==> src/rtl/mc_controller.sv <==
// Multicycle controller: Moore FSM, ALU decoder, condition-flag register and write gating.
// Optional build macro MC_MEM_WAIT_EN: FETCH, MEMREAD and MEMWRITE stall until MemReady=1.
module mc_controller (
  input  logic        clk,
  input  logic        reset,
  input  logic [31:0] Instr,
  input  logic [3:0]  ALUFlags,
  input  logic        MemReady,
  output logic        PCWrite,
  output logic        AdrSrc,
  output logic        MemWrite,
  output logic        IRWrite,
  output logic        RegWrite,
  output logic        ALUSrcA,
  output logic [1:0]  ResultSrc,
  output logic [1:0]  ALUSrcB,
  output logic [1:0]  ImmSrc,
  output logic [1:0]  RegSrc,
  output logic [1:0]  ALUControl
);

  localparam logic [3:0] FETCH    = 4'd0;
  localparam logic [3:0] DECODE   = 4'd1;
  localparam logic [3:0] MEMADR   = 4'd2;
  localparam logic [3:0] MEMREAD  = 4'd3;
  localparam logic [3:0] MEMWB    = 4'd4;
  localparam logic [3:0] MEMWRITE = 4'd5;
  localparam logic [3:0] EXECR    = 4'd6;
  localparam logic [3:0] EXECI    = 4'd7;
  localparam logic [3:0] ALUWB    = 4'd8;
  localparam logic [3:0] BRANCH   = 4'd9;

  logic [3:0] state_reg, state_next;
  logic [3:0] flags_reg;
  logic [3:0] cond;
  logic [1:0] op;
  logic [5:0] funct;
  logic [3:0] rd;
  logic       mem_ok;
  logic       next_pc, ir_write, reg_w, mem_w, alu_op, branch;
  logic       is_add, is_sub;
  logic [1:0] flag_w;
  logic       cond_ex;
  logic       unused_instr;

  assign cond  = Instr[31:28];
  assign op    = Instr[27:26];
  assign funct = Instr[25:20];
  assign rd    = Instr[15:12];
  assign unused_instr = ^{Instr[19:16], Instr[11:0]};

`ifdef MC_MEM_WAIT_EN
  assign mem_ok = MemReady;
`else
  logic unused_mem_ready;
  assign unused_mem_ready = MemReady;
  assign mem_ok = 1'b1;
`endif

  always_ff @(posedge clk or negedge reset) begin
    if (!reset) state_reg <= FETCH;
    else        state_reg <= state_next;
  end

  always_comb begin
    state_next = state_reg;
    case (state_reg)
      FETCH:    if (mem_ok) state_next = DECODE;
      DECODE: begin
        case (op)
          2'b00:   state_next = funct[5] ? EXECI : EXECR;
          2'b01:   state_next = MEMADR;
          2'b10:   state_next = BRANCH;
          default: state_next = FETCH;
        endcase
      end
      MEMADR:   state_next = funct[0] ? MEMREAD : MEMWRITE;
      MEMREAD:  if (mem_ok) state_next = MEMWB;
      MEMWRITE: if (mem_ok) state_next = FETCH;
      EXECR,
      EXECI:    state_next = ALUWB;
      MEMWB,
      ALUWB,
      BRANCH:   state_next = FETCH;
      default:  state_next = FETCH;
    endcase
  end

  // Raw Moore outputs; the memory handshakes are qualified by mem_ok.
  always_comb begin
    next_pc   = 1'b0;
    ir_write  = 1'b0;
    reg_w     = 1'b0;
    mem_w     = 1'b0;
    alu_op    = 1'b0;
    branch    = 1'b0;
    AdrSrc    = 1'b0;
    ALUSrcA   = 1'b0;
    ALUSrcB   = 2'b00;
    ResultSrc = 2'b00;
    case (state_reg)
      FETCH: begin
        ir_write  = mem_ok;
        next_pc   = mem_ok;
        ALUSrcA   = 1'b1;
        ALUSrcB   = 2'b10;
        ResultSrc = 2'b10;
      end
      DECODE: begin
        ALUSrcA   = 1'b1;
        ALUSrcB   = 2'b10;
        ResultSrc = 2'b10;
      end
      MEMADR:   ALUSrcB = 2'b01;
      MEMREAD:  AdrSrc  = 1'b1;
      MEMWB: begin
        ResultSrc = 2'b01;
        reg_w     = 1'b1;
      end
      MEMWRITE: begin
        AdrSrc = 1'b1;
        mem_w  = mem_ok;
      end
      EXECR:    alu_op = 1'b1;
      EXECI: begin
        alu_op  = 1'b1;
        ALUSrcB = 2'b01;
      end
      ALUWB:    reg_w = 1'b1;
      BRANCH: begin
        ALUSrcB   = 2'b01;
        ResultSrc = 2'b10;
        branch    = 1'b1;
      end
      default: ;
    endcase
  end

  assign ImmSrc = op;
  assign RegSrc = {op == 2'b01, op == 2'b10};

  always_comb begin
    ALUControl = 2'b00;
    if (alu_op) begin
      case (funct[4:1])
        4'b0100: ALUControl = 2'b00;
        4'b0010: ALUControl = 2'b01;
        4'b0000: ALUControl = 2'b10;
        4'b1100: ALUControl = 2'b11;
        default: ALUControl = 2'b00;
      endcase
    end
  end

  assign is_add = (funct[4:1] == 4'b0100);
  assign is_sub = (funct[4:1] == 4'b0010);
  assign flag_w[1] = alu_op & funct[0];
  assign flag_w[0] = flag_w[1] & (is_add | is_sub);

  // flags_reg = {N,Z,C,V}; alu_op is high only in EXECR/EXECI, so the write lands on the edge leaving them.
  always_ff @(posedge clk or negedge reset) begin
    if (!reset) begin
      flags_reg <= 4'b0000;
    end else if (cond_ex) begin
      if (flag_w[1]) flags_reg[3:2] <= ALUFlags[3:2];
      if (flag_w[0]) flags_reg[1:0] <= ALUFlags[1:0];
    end
  end

  always_comb begin
    logic n, z, c, v;
    {n, z, c, v} = flags_reg;
    cond_ex = 1'b0;
    case (cond)
      4'b0000: cond_ex = z;
      4'b0001: cond_ex = ~z;
      4'b0010: cond_ex = c;
      4'b0011: cond_ex = ~c;
      4'b0100: cond_ex = n;
      4'b0101: cond_ex = ~n;
      4'b0110: cond_ex = v;
      4'b0111: cond_ex = ~v;
      4'b1000: cond_ex = c & ~z;
      4'b1001: cond_ex = ~c | z;
      4'b1010: cond_ex = (n == v);
      4'b1011: cond_ex = (n != v);
      4'b1100: cond_ex = ~z & (n == v);
      4'b1101: cond_ex = z | (n != v);
      4'b1110: cond_ex = 1'b1;
      default: cond_ex = 1'b0;
    endcase
  end

  // Enables are also gated by reset so they drop the instant reset asserts.
  assign RegWrite = reset & reg_w & cond_ex;
  assign MemWrite = reset & mem_w & cond_ex;
  assign IRWrite  = reset & ir_write;
  assign PCWrite  = reset & (next_pc | (branch & cond_ex) |
                             (reg_w & cond_ex & (rd == 4'b1111)));

endmodule

==> config.mk <==
export PLATFORM = sky130hd
export DESIGN_NAME = mc_controller
export DESIGN_NICKNAME = d
export VERILOG_FILES = /design/src/rtl/mc_controller.sv
export SDC_FILE = /design/constraint.sdc
export NUM_CORES = 1
export LEC_CHECK = 0
export BUFFER_PORTS_ARGS = -buffer_cell sky130_fd_sc_hd__buf_2
export CAP_MARGIN = 20
export CORE_MARGIN = 2
export CORE_UTILIZATION = 23
export DETAILED_ROUTE_END_ITERATION = 10
export SLEW_MARGIN = 20
export SYNTH_ARGS = -nofsm -noshare
export SYNTH_HDL_FRONTEND = slang
export SYNTH_SLANG_ARGS = --single-unit
==> constraint.sdc <==
create_clock -name clk -period 3.4 [get_ports clk]
set_input_delay 1.02 -clock clk [delete_from_list [all_inputs] [get_ports clk]]
set_output_delay 1.02 -clock clk [all_outputs]
set_load 0.05 [all_outputs]
==> results.py, run 1 <==
metrics = {
    "logic_synthesis": {
        "seq_area_frac_synth": 0.232,
        "syn_inst": 103,
        "yosysMostFrequentCell": "nor3_1",
        "synth_top_cell_by_area": "dfrtp_1",
        "synthTopCellsByArea": "dfrtp_1 (23%), nor3_1 (5.8%), mux2_1 (5.2%), nand2b_1 (4.3%), xnor2_1 (4.1%)",
        "synth.cell_area_sq_um": 865,
        "synth_cell_types": 44,
        "synth_flop_cell": "dfrtp_1",
        "synth_edf_count": 0,
        "syn-num-nets": 142,
        "yosysWarnings": 0,
        "async_flop_share": 1.00,
        "ys_ff_latch": 8,
        "synth_area_per_cell_sq_um": 8.39,
        "yosysTopAreaCellShare": 0.232,
        "synth_common_cells": "nor3_1 (10), dfrtp_1 (8), nor2_1 (8)",
    },
    "hold_path": {
        "hold_class": "reg2reg",
        "hold_path_startpoint": "flags_reg[1]",
    },
    "floorplan": {
        "pin_count": 55,
        "core-area_sq_um": 3630,
        "die_area_sq_um": 4270,
        "start_util": 0.238,
        "die_w_um": 65.3,
        "row_count": 22,
        "dieHeight_um": 65.3,
    },
    "worst_setup_path": {
        "path_buf_inv": 2,
        "cpMaxStageDelayCell": "or4b_4",
        "cpMostUsedCell": "buf_6",
        "cp_max_fo": 3,
        "crit_start": "Instr[30]",
        "path_delay_family": "simple AND/OR/NAND/NOR gates",
        "critPathCaptureType": "output pin",
        "cp_cell_sequence": "buf_6, or4b_4, a311oi_4, a2111oi_4, a21oi_2, nor3b_4, buf_6",
        "arrival_ps": 2520,
        "slowest_delay_ps": 490,
        "critPathLaunchType": "input port",
        "crit_type": "in2out",
        "required_ps": 2380,
        "r2r_start": "flags_reg[0]",
    },
    "placement": {
        "dp.cells": 188,
        "place.gp.congestion": 0.785,
        "dp_hpwl_um": 1730,
        "place.port_buffers": 37,
    },
    "finish": {
        "fin_cells": 192,
        "area_delta_synth_final_pct": 46.2,
        "fin_nets": 185,
        "diodes": 0,
        "drive_gt1_frac": 0.458,
    },
    "global_routing": {
        "grt_overflow": 0,
        "grt_max_degree": 16,
        "grt_util_all_layers": 0.108,
        "grt_pass1_vias": 845,
        "met1_usage": 0.140,
        "grt.busiest_layer": "met2",
        "grt_util_met3": 0.0360,
        "met2_usage": 0.184,
        "antenna_found_initial": 0,
        "grt_pass1_wl_um": 3720,
    },
    "clock_tree": {
        "cts.sinks": 8,
        "tritoncts": "yes",
        "clk_pin_slew_ps": 40,
        "root_buffer": "clkbuf_8",
        "cts_max_level": 1,
        "cts_buffer_depth": 2,
        "insertion_delay_ps": 220,
        "hold_buffers": 0,
        "cts_buffers": 3,
    },
    "pwr": {
        "p_clk_frac": 0.132,
        "power_uw": 839,
        "power.leakage_uw": 0.000548,
        "comb_power_share": 0.625,
        "pwr_density_cell_nw_per_um2": 664,
        "p_sw_frac": 0.550,
        "vdd_drop_max_mv": 0.617,
        "net-switching-power_uw": 461,
        "p_seq_frac": 0.243,
        "cellInternalPower_uw": 378,
    },
    "run_status": {
        "violations": "negative setup slack",
        "status": "finished with violations",
    },
    "sta": {
        "fin_worst_skew_ps": 0.724,
        "slew_headroom": 0.698,
        "drv_slew": 0,
        "timing.final.ws_setup_ps": -142,
        "rsz0062_at_grt": "true",
        "post-route-min-period_ps": 3540,
        "finalSetupViolCount": 3,
        "finalCritPeriodShare": 1.04,
        "fmax_ghz": 0.282,
        "hold_violations": 0,
        "worst_slew_pin_slew_ps": 453,
    },
    "routing": {
        "vias": 926,
        "drt-pass1-iter-count": 4,
        "postRouteAntennaNets": 0,
        "vias_per_cell": 4.82,
        "wire_per_inst_um": 11.9,
        "remaining_drc_errors": 0,
        "dr.first_iter.drc_count": 40,
        "routed_wl_um": 2280,
    },
    "job": {
        "maxCapViolCount": 0,
    },
}
-- cell families after synthesis --
logic type,Yosys count,synth area share
multiplexers,5,0.0637
AND/OR/NAND/NOR,50,0.346
flip-flops,8,0.232
AO/OA/AOI/OAI,25,0.240
XOR/XNOR,4,0.0405
buffers and inverters,11,0.0781
-- layer usage --
| metal | wire length (um) | up-vias |
|---|---|---|
| met5 | 0 | - |
| met4 | 0 | 0 |
| met3 | 137 | 0 |
| met2 | 1080 | 30 |
| met1 | 1070 | 430 |
| li1 | - | 466 |
-- power by group through the flow --
stage	clock [uW]	sequential (uW)	combinational, uW
6_report	111	204	525
3_5_place_dp	0	204	498
2_1_floorplan	0	149	439
5_1_grt	121	213	560
4_1_cts	113	204	521
3_3_place_gp	0	206	495
-- layout by cell type (no fill, tap or decap), types with 2 or more instances in the layout --
cell      synthesis  layout
buf_2             1      30
nor3_1           10      10
buf_4             2      10
nor2_1            8       8
dfrtp_1           8       8
nand2_1           6       6
nand2b_1          6       6
buf_6             1       6
o21ai_0           4       4
xnor2_1           4       4
mux2_1            4       4
nor2b_1           3       3
a211oi_1          3       3
a21oi_1           4       3
nand4b_1          3       3
a21oi_2           2       3
clkbuf_8          1       3
inv_1             2       2
-- worst paths after layout --
path | end | slack [ps] | cells past startpoint
worst max register to register | flags_reg[2] | 1270 | 6
worst min register to register | flags_reg[1] | 570 | 1
worst min-delay path | flags_reg[1] | 570 | 1
worst max-delay path | MemWrite | -140 | 7
min in group asynchronous | flags_reg[0] | 720 | 2
max in group asynchronous | state_reg[3] | 2560 | 2
-- stage by stage --
step | utilization | setup WS [ps] | hold slack (ps) | instance area (sq um) | TNS, ps
after global placement | 0.313 | -376 | 554 | 1140 | -880
after detailed placement | 0.313 | -390 | 557 | 1140 | -914
after floorplan | - | -316 | 516 | 888 | -433
after global routing | 0.348 | -196 | 622 | 1260 | -515
final | 0.348 | -142 | 567 | 1260 | -271
after CTS | 0.346 | -153 | 566 | 1260 | -292
-- final cells by class --
| type | count | area (sq um) |
|---|---|---|
| Timing Repair Buffer | 47 | 308 |
| Inverter | 2 | 7.51 |
| Sequential cell | 8 | 200 |
| Fill cell | 400 | 2370 |
| Clock buffer | 3 | 41.3 |
| Tap cell | 48 | 60.1 |
| Multi-Input combinational cell | 84 | 647 |
-- repair_timing --
item | CTS | global route
setup buffers | 1 | 0
pin swaps | 6 | 2
gates resized for setup | 18 | 2
endpoints found under the setup margin | 3 | 3
Note: power is estimated with default switching activity, not from simulation.
==> inputs of run 2 (changes only) <==
Settings changed: SKIP_LAST_GASP set to 1.
Clock period 3.4 ns to 3 ns, I/O delays scaled along.
==> run 2 against run 1 <==
  * The flow still finishes with violations (negative setup slack)
  * Wire length up 3.0%
  * Core utilization grew 2.6 points
  * Cell count rose by 3.1%
  * Cell area increased by 7.4%
  * Clock power is 14% higher
  * Register-to-register slack lost 570 ps
  * Total power up 18%
  * Setup slack got worse by 210 ps
  * Sequential power grew 2%
  * Flip-flop and latch count unchanged
==> results.py, run 2 (same netlist as run 1, synthesis figures left out) <==
metrics = {
    "global_routing": {
        "grt_overflow": 0,
        "grt_max_degree": 16,
        "grt_util_all_layers": 0.113,
        "grt_pass1_vias": 894,
        "antenna_found_initial": 0,
        "grt_pass1_wl_um": 3880,
    },
    "finish": {
        "fin_nets": 191,
        "diodes": 0,
        "final_cell_mix": "buf_2 (30), buf_4 (13), nor3_1 (9)",
        "stdcell_area_sq_um": 1360,
        "fillers": 396,
        "final_common_cell": "buf_2",
        "seqCellArea_sq_um": 200,
        "drive_gt1_frac": 0.500,
        "multi_input_area_sq_um": 677,
        "area_delta_synth_final_pct": 57.0,
    },
    "floorplan": {
        "die_w_um": 65.3,
        "die_area_sq_um": 4270,
        "core-area_sq_um": 3630,
        "start_util": 0.238,
        "dieHeight_um": 65.3,
        "row_count": 22,
        "pin_count": 55,
    },
    "routing": {
        "drt-pass1-iter-count": 6,
        "vias_per_cell": 4.70,
        "routed_wl_um": 2350,
        "wire_per_inst_um": 11.9,
        "remaining_drc_errors": 0,
        "dr.first_iter.drc_count": 28,
        "postRouteAntennaNets": 0,
        "vias": 930,
    },
    "placement": {
        "place.gp.congestion": 0.776,
        "dp_hpwl_um": 1740,
        "pre_cts_ws_ps": -529,
        "postPlaceCellArea_sq_um": 1190,
        "place.port_buffers": 37,
    },
    "pwr": {
        "pwr_density_cell_nw_per_um2": 730,
        "comb_power_share": 0.662,
        "p_clk_frac": 0.128,
        "p_seq_frac": 0.211,
        "power_uw": 991,
        "vdd_drop_max_mv": 0.667,
        "power.leakage_uw": 0.000586,
        "cellInternalPower_uw": 457,
        "net-switching-power_uw": 535,
        "p_sw_frac": 0.539,
    },
    "worst_setup_path": {
        "critPathLaunchType": "input port",
        "required_ps": 2100,
        "critPathCaptureType": "output pin",
        "crit_type": "in2out",
        "arrival_ps": 2460,
        "cp_max_fo": 2,
    },
    "sta": {
        "slew_headroom": 0.700,
        "drv_slew": 0,
        "finalCritPeriodShare": 1.12,
        "rsz0062_at_grt": "true",
        "post-route-min-period_ps": 3360,
        "worst_slew_pin_slew_ps": 450,
        "fin_worst_skew_ps": 0.963,
        "finalSetupViolCount": 3,
        "fmax_ghz": 0.298,
        "timing.final.ws_setup_ps": -355,
        "hold_violations": 0,
    },
    "clock_tree": {
        "cts_max_level": 1,
        "root_buffer": "clkbuf_8",
        "insertion_delay_ps": 220,
        "clk_pin_slew_ps": 40,
        "hold_buffers": 0,
        "tritoncts": "yes",
        "cts.sinks": 8,
        "cts_buffer_depth": 2,
        "cts_buffers": 3,
    },
    "run_status": {
        "status": "finished with violations",
        "violations": "negative setup slack",
    },
    "hold_path": {
        "hold_class": "reg2reg",
    },
    "job": {
        "maxCapViolCount": 0,
    },
}
run 2: path summary, 6_finish.rpt:
kind	from	end	slack, ps	cells after the start
setup / recovery	Instr[30]	MemWrite	-360	7
hold / removal	flags_reg[1]	flags_reg[1]	560	1
setup reg to reg	flags_reg[0]	flags_reg[2]	700	7
hold reg to reg	flags_reg[1]	flags_reg[1]	560	1
max in group asynchronous	reset	state_reg[2]	2280	2
min in group asynchronous	reset	flags_reg[0]	600	2
run 2: layout make-up:
class / count / area share
Timing Repair Buffer: 53 / 0.274
Tap cell: 48 / 0.0442
Inverter: 2 / 0.00553
Multi-Input combinational cell: 84 / 0.499
Clock buffer: 3 / 0.0304
Sequential cell: 8 / 0.147
run 2: power by group through the flow:
stage	logic (uW)	clock network [uW]	registers (uW)
floorplan	505	0	169
global placement	612	0	208
detailed placement	612	0	210
CTS	642	133	209
global route	703	137	219
finish	656	127	209
run 2: per-stage QoR:
| step | util | TNS (ps) | hold WS, ps | cells |
|---|---|---|---|---|
| floorplan | - | -865 | 516 | 103 |
| global placement | 0.326 | -1400 | 544 | 193 |
| detailed placement | 0.326 | -1420 | 547 | 193 |
| CTS | 0.355 | -1150 | 556 | 197 |
| global route | 0.374 | -1190 | 587 | 198 |
| finish | 0.374 | -973 | 561 | 198 |
run 2: critical path, stage by stage:
cell and delay [ps]:
buf_6 100, or4b_4 490, a311oi_4 300, a2111oi_4 90
a21oi_2 180, nor3b_4 210, buf_6 180
run 2: per-layer routing:
metal  vias to the layer above  global-route usage  wire length (um)  part of all wire
met3                         0              0.0171               108             0.046
met1                       430               0.144              1040              0.44
met4                         0              0.0313                 0                 0
met2                        21               0.198              1200              0.51
met5                         -                   0                 0                 0
li1                        479                   -                 -                 -
run 2: repair_timing:
action | in CTS | in global routing
setup endpoints to repair | 3 | 3
pin swaps | 5 | 5
hold endpoints to repair | 0 | 0
resized for setup | 16 | 11
buffers inserted | 1 | 1
